==> src/rtl/ledmem_arbiter.sv <==
// Write-port owner for the 256x24 LED display RAM: round-robin arbiter for two
// requesters plus a bulk-clear sequencer, optionally gated to the serialiser's reset gap.
module ledmem_arbiter #(
  parameter int unsigned       ADDR_W      = 8,
  parameter int unsigned       DATA_W      = 24,
  parameter int unsigned       PIXELS      = 256,
  parameter bit                SYNC_WRITES = 1'b1,
  parameter logic [DATA_W-1:0] CLR_VALUE   = '0
) (
  input  logic              CLK50,
  input  logic              RESET,
  input  logic [2:0]        SER_STATE,
  input  logic              REQ0,
  input  logic [ADDR_W-1:0] ADDR0,
  input  logic [DATA_W-1:0] DATA0,
  output logic              GNT0,
  input  logic              REQ1,
  input  logic [ADDR_W-1:0] ADDR1,
  input  logic [DATA_W-1:0] DATA1,
  output logic              GNT1,
  input  logic              CLR_START,
  output logic              CLR_DONE,
  output logic [ADDR_W-1:0] MEM_A,
  output logic [DATA_W-1:0] MEM_D,
  output logic              MEM_WE,
  output logic              BUSY,
  output logic              ADDR_ERR
);

  localparam int unsigned      CNT_W     = ADDR_W + 1;
  localparam logic [2:0]       SER_RESET = 3'd1;
  localparam logic [CNT_W-1:0] PIX_LIM   = CNT_W'(PIXELS);

  typedef enum logic {S_IDLE, S_CLEAR} state_t;

  state_t            state_q, state_d;
  logic [CNT_W-1:0]  cnt_q, cnt_d;
  logic              ptr_q, ptr_d;
  logic              cool0_q, cool0_d;
  logic              cool1_q, cool1_d;
  logic [ADDR_W-1:0] mem_a_q, mem_a_d;
  logic [DATA_W-1:0] mem_d_q, mem_d_d;
  logic              we_q, we_d;
  logic              gnt0_q, gnt0_d;
  logic              gnt1_q, gnt1_d;
  logic              busy_q, busy_d;
  logic              done_q, done_d;
  logic              err_q, err_d;

  logic              win_open;
  logic              elig0, elig1, pick1, sel_oob;
  logic [ADDR_W-1:0] sel_a;
  logic [DATA_W-1:0] sel_d;

  // Arbitration winner; ptr_q names the requester favoured on a tie.
  always_comb begin : arb_select
    win_open = (SYNC_WRITES == 1'b0) || (SER_STATE == SER_RESET);
    elig0    = REQ0 && !cool0_q;
    elig1    = REQ1 && !cool1_q;
    pick1    = elig1 && (!elig0 || ptr_q);
    sel_a    = pick1 ? ADDR1 : ADDR0;
    sel_d    = pick1 ? DATA1 : DATA0;
    sel_oob  = ({1'b0, sel_a} >= PIX_LIM);
  end

  always_comb begin : next_state
    state_d = state_q;
    cnt_d   = cnt_q;
    ptr_d   = ptr_q;
    cool0_d = 1'b0;
    cool1_d = 1'b0;
    mem_a_d = mem_a_q;
    mem_d_d = mem_d_q;
    we_d    = 1'b0;
    gnt0_d  = 1'b0;
    gnt1_d  = 1'b0;
    busy_d  = busy_q;
    done_d  = 1'b0;
    err_d   = 1'b0;
    case (state_q)
      S_IDLE: begin
        if (CLR_START) begin
          state_d = S_CLEAR;
          cnt_d   = '0;
          busy_d  = 1'b1;
        end else if (win_open && (elig0 || elig1)) begin
          if (elig0 && elig1) ptr_d = !ptr_q;
          gnt0_d  = !pick1;
          gnt1_d  = pick1;
          cool0_d = !pick1;
          cool1_d = pick1;
          if (sel_oob) begin
            err_d = 1'b1;
          end else begin
            we_d    = 1'b1;
            mem_a_d = sel_a;
            mem_d_d = sel_d;
          end
        end
      end
      S_CLEAR: begin
        // Counter past the last pixel: report completion the cycle after the final write.
        if (cnt_q == PIX_LIM) begin
          state_d = S_IDLE;
          busy_d  = 1'b0;
          done_d  = 1'b1;
        end else if (win_open) begin
          we_d    = 1'b1;
          mem_a_d = ADDR_W'(cnt_q);
          mem_d_d = CLR_VALUE;
          cnt_d   = cnt_q + CNT_W'(1);
        end
      end
    endcase
  end

  always_ff @(posedge CLK50) begin : regs
    if (RESET) begin
      state_q <= S_IDLE;
      cnt_q   <= '0;
      ptr_q   <= 1'b0;
      cool0_q <= 1'b0;
      cool1_q <= 1'b0;
      mem_a_q <= '0;
      mem_d_q <= '0;
      we_q    <= 1'b0;
      gnt0_q  <= 1'b0;
      gnt1_q  <= 1'b0;
      busy_q  <= 1'b0;
      done_q  <= 1'b0;
      err_q   <= 1'b0;
    end else begin
      state_q <= state_d;
      cnt_q   <= cnt_d;
      ptr_q   <= ptr_d;
      cool0_q <= cool0_d;
      cool1_q <= cool1_d;
      mem_a_q <= mem_a_d;
      mem_d_q <= mem_d_d;
      we_q    <= we_d;
      gnt0_q  <= gnt0_d;
      gnt1_q  <= gnt1_d;
      busy_q  <= busy_d;
      done_q  <= done_d;
      err_q   <= err_d;
    end
  end

  assign MEM_A    = mem_a_q;
  assign MEM_D    = mem_d_q;
  assign MEM_WE   = we_q;
  assign GNT0     = gnt0_q;
  assign GNT1     = gnt1_q;
  assign BUSY     = busy_q;
  assign CLR_DONE = done_q;
  assign ADDR_ERR = err_q;

endmodule

==> config.mk <==
export PLATFORM = sky130hd
export DESIGN_NAME = ledmem_arbiter
export DESIGN_NICKNAME = d
export VERILOG_FILES = /design/src/rtl/ledmem_arbiter.sv
export SDC_FILE = /design/constraint.sdc
export NUM_CORES = 1
export LEC_CHECK = 0
export CORE_MARGIN = 5
export CORE_UTILIZATION = 48
export CTS_BUF_LIST = sky130_fd_sc_hd__clkbuf_2 sky130_fd_sc_hd__clkbuf_4 sky130_fd_sc_hd__clkbuf_8
export CTS_CLUSTER_SIZE = 30
export DETAILED_ROUTE_END_ITERATION = 7
export PLACE_DENSITY = 0.86
export SYNTH_ARGS = -nofsm -noshare
export SYNTH_HDL_FRONTEND = slang
export SYNTH_SLANG_ARGS = --single-unit
==> constraint.sdc <==
create_clock -name CLK50 -period 2.8 [get_ports CLK50]
set_clock_uncertainty 0.2 [all_clocks]
set_input_delay 0.56 -clock CLK50 [delete_from_list [all_inputs] [get_ports CLK50]]
set_output_delay 0.56 -clock CLK50 [all_outputs]
set_load 0.02 [all_outputs]
# Yosys cells after proc, flatten, opt, wreduce, memory -nomap -nowiden
# Index checks and enable logic that the tools add are counted.
# totals
output_inout_bits	38
input_bits	72
regBits	48
# classes
n_bitwise	3
n_eq_ne	8
add_sub_neg	1
reduce_logical	18
mux	28
# op_table
cell	count
24-bit two-way mux	5
24-bit case mux with 2 select lines	1
8-bit two-way mux	5
9-bit two-way mux	3
9-bit case mux with 2 select lines	1
8-bit case mux with 2 select lines	1
9-bit by 1-bit adder with 9-bit output (second input constant)	1
9-bit equality test (second input constant)	1
1-bit two-way mux	9
2-bit inequality test (second input constant)	4
4-bit AND reduction	2
1-bit case mux with 2 select lines	3
1-bit logical AND	5
1-bit zero test	5
2-bit by 1-bit inequality test with 1-bit output (second input constant)	2
4-bit OR reduction	1
3-bit by 1-bit equality test with 1-bit output (second input constant)	1
1-bit NOT	3
3-bit AND reduction	1
1-bit logical OR	2
2-bit AND reduction	1
2-bit OR reduction	1

# Longest topological paths before layout
# depth
word_depth	9
ltp_mapped	8
ltp_nobuf	6

# Least setup slack after synthesis
# OpenSTA, ideal clock, no wires.
# synth_timing
path_kind	input port to flip-flop
startpoint	input REQ0
endpoint	register mem_a_q[5], in the netlist MEM_A[5]
stages	6
t_required_ns	2.462
t_arrival_ns	1.630
n_path_buf	2
slack_ns	0.832
path_cell_list	or3b_1 buf_2 buf_6 and3_1 a211oi_1 o41ai_2
# synth_between
elab_chain_len	8
elab_cells_between_ends	12
# synth_rtl
item	line	rtl
from (decl)	13	input logic REQ0,
1-bit logical AND *	58	elig0 = REQ0 && !cool0_q;
1-bit zero test	60	pick1 = elig1 && (!elig0 || ptr_q);
1-bit logical OR	60	
1-bit logical AND	60	
8-bit two-way mux	61	sel_a = pick1 ? ADDR1 : ADDR0;
8-bit two-way mux	86	end else if (win_open && (elig0 || elig1)) begin
8-bit two-way mux	82	if (CLR_START) begin
8-bit case mux with 2 select lines	80	case (state_q)
to (signal assigned)	138	mem_a_q <= mem_a_d;
to (decl)	41	logic [ADDR_W-1:0] mem_a_q, mem_a_d;
# Mark *: on every way between the ends. The rest lies on a longest branch, timed or not. The select of a mux whose other input is x is not followed.
# A chain may end at the register's enable or synchronous reset.

# Worst setup path in the final report
# layout_timing
startpoint	input REQ1
endpoint	register mem_a_q[5], in the netlist MEM_A[5]
# layout_between
elab_chain_len	6
elab_cells_between_ends	10
# layout_rtl
item	line	rtl
from (decl)	17	input logic REQ1,
1-bit logical AND *	59	elig1 = REQ1 && !cool1_q;
1-bit logical AND	60	
8-bit two-way mux	61	
8-bit two-way mux	86	
8-bit two-way mux	82	
8-bit case mux with 2 select lines	80	
# Marks and branches as above.

==> metrics <==
Post-synth EDFFs 0; final number of setup-violating endpoints 0; Vias 2802; final instance area 3830 µm²; CP cell instances clkdlybuf4s50_1 -> nor2b_2 -> o211ai_4 -> and2_1 -> o41ai_2; PwrDens 370 nW/µm²; logic gate share of total power 19.7%; ranking of synthesized cells by area dfxtp_1 (37%), nand3_1 (11%), a21o_1 (8.0%); CTS Buf Count 5; Sw Share 25.1%; Final period util 82.4%; largest net degree at the start of global routing 59; CP Class input port to flip-flop; #FFs+latches synth 48; buffers from clock root to sink, at most 2; fin. max-slew vios 0; Crit path largest cell delay 470 ps; Crit. End Element flip-flop; share of layout cells above drive strength 1 8.31%; Hold Path Origin BUSY; CP Launch Type input port; min-delay worst type flip-flop to flip-flop; Worst VDD drop 0.245 mV; CTS sink count 48; outcome finished, final reports clean; vias in the first global route 2639; clock slew at reported path FFs 90 ps; drt first pass iters 4; CTS H-tree lvls 2; top cell type's share of synthesized area 36.7%; Slowest cell on crit path clkdlybuf4s50_1; cells after synthesis 315; Seq pwr share 49.4%; cts repair resizes 0; final WL 7950 µm; number of diodes 0; dpl cells 474; setup TNS 0 ps; XOR/XNOR Fraction of Synth Area 0.334%; Core ar. 5410 µm²; placed instance area 3730 µm²; synth cell count leaders nand3_1 (56), dfxtp_1 (48), a21oi_1 (34); synthesized area per cell 8.32 µm²; simple-gate area share of the yosys netlist 27.2%; worst slew pin tran 796 ps; Crit path arrival time 2310 ps; number of placed I/O pins 110; mux cell area share after synthesis 0%; delay-heaviest family, CP simple AND/OR/NAND/NOR gates; non-filler instance count after layout 481; CP Buf/Inv Count 1; DP HPWL 5780 µm; DIE AREA 7040 µm²; Placer Congestion 0.807; vias per cell 5.83; total track usage 22.0%; DR iter-0 viols 201; largest family of logic cells by synthesized area compound AO/OA/AOI/OAI gates; Port Buf Inserts 108; starting density of the core 48.5%; CTS tree done; Synth Area in Adders 0.955%; RSZ-0062 raised after global routing no; Worst R2R Start cnt_q[0]; Max Clk Rate 0.434 GHz; Die Y 83.9 µm; sequential fraction of the synthesis area 36.7%; Slew Limit Headroom 46.9%; first-pass GRT wire length 13000 µm; clock tree root buffer cell clkbuf_8; initial antenna violation count 0; GRT Residual Overflow 0; area grow syn2layout 46.1%; crit-path max FO 12; Power Total 1.42 mW; nets@finish 483; Max Cap Viol 0; CP required 2810 ps; Netlist cell types 43; clock share of power 30.9%; clk_lat worst skew 290 ps; compound-gate portion of the synthesized area 28.2%; Ys Warns 0; DR WL/cell 16.5 µm; crit path time final 2310 ps; Yosys top cell by area dfxtp_1; cell with the most instances after synthesis nand3_1; P_sw 355 µW; die width 83.9 µm; Synth async-reset ratio 0%; Int Pwr 1.06 mW; num rows 27; # hold bufs at CTS 0; Worst Setup SP REQ1; net count after synthesis 389; post-CTS setup buffer count 0; leakage dissipation 1.33 nW; Mapped Area 2620 µm²; Routed Antenna Nets 0; dominant synthesized flop cell dfxtp_1; final hold viol count 0; drt drc 0
path summary, 6_finish.rpt:
| path | end | slack [ps] | cells after the start |
|---|---|---|---|
| hold / removal | BUSY | 260 | 2 |
| setup reg to reg | cnt_q[6] | 740 | 7 |
| setup / recovery | MEM_A[5] | 490 | 5 |
| hold reg to reg | BUSY | 260 | 2 |
power groups by stage:
stage / sequential (mW) / clock [mW] / combinational, mW
5_1_grt: 0.702 / 0.478 / 0.298
3_3_place_gp: 0.716 / 0 / 0.273
2_1_floorplan: 0.728 / 0 / 0.116
6_report: 0.700 / 0.438 / 0.279
3_5_place_dp: 0.716 / 0 / 0.276
4_1_cts: 0.700 / 0.449 / 0.278
layer usage:
metal,up-vias,part of all wire (%),global-route usage (%)
met2,98,48,35.0
met5,-,0,0
met4,0,2.0,6.14
met3,15,5.4,4.44
met1,1329,44,30.1
li1,1360,-,-
state kept, by name, summed over array words and instances (netlist names):
register  flops
BUSY          1
cnt_q         9
MEM_A         8
state_q       1
MEM_D        24
GNT0          1
CLR_DONE      1
MEM_WE        1
GNT1          1
ptr_q         1
layout make-up:
type / count / area (µm²)
fillers: 421 / 1580
inverters: 3 / 11.3
repair buffers: 118 / 1160
flip-flops and latches: 48 / 961
clock buffers: 7 / 96.3
well taps: 72 / 90.1
multi-input cells: 233 / 1510
logic make-up after synthesis:
kind of cell               after synthesis
buffers and inverters                   34
adders and majority gates                2
AOI/OAI and AO/OA                      110
xor gates and xnor gates                 1
and+or+nand+nor                        119
other                                    1
DFF                                     48
stage by stage:
step | utilization, % | hold WS (ps) | setup WS [ps]
after floorplan | - | 270 | 832
after global placement | 69.1 | 241 | 259
after detailed placement | 69.1 | 257 | 189
after CTS | 70.8 | 269 | 494
after global routing | 70.8 | 290 | 358
final | 70.8 | 264 | 494
cell usage in the layout (no fill, tap or decap), types with 2 or more instances in the layout:
master / instances
a31oi_1: 3
dfxtp_1: 48
nand3_1: 56
clkdlybuf4s50_1: 107
nand2_1: 7
and4_1: 2
nor3b_2: 2
nor4b_2: 2
clkbuf_8: 7
o31ai_1: 2
o41ai_2: 6
nor2_1: 4
a211oi_1: 7
and2_1: 2
o21ai_1: 3
ha_1: 2
nand2b_1: 3
nor2b_1: 7
nand4_1: 11
a21o_1: 28
or3_1: 2
nor3b_1: 4
a21oi_1: 34
and3_1: 9
o21ai_0: 22
buf_4: 9
inv_1: 2
worst reg2reg max path: stages (launching register included):
cell and delay [ps]:
dfxtp_1 410, inv_1 110, ha_1 210, nor4b_2 170, a21o_1 190, buf_4 220, or3_1 360, a21oi_1 140
Power figures use the tool's default switching activity.
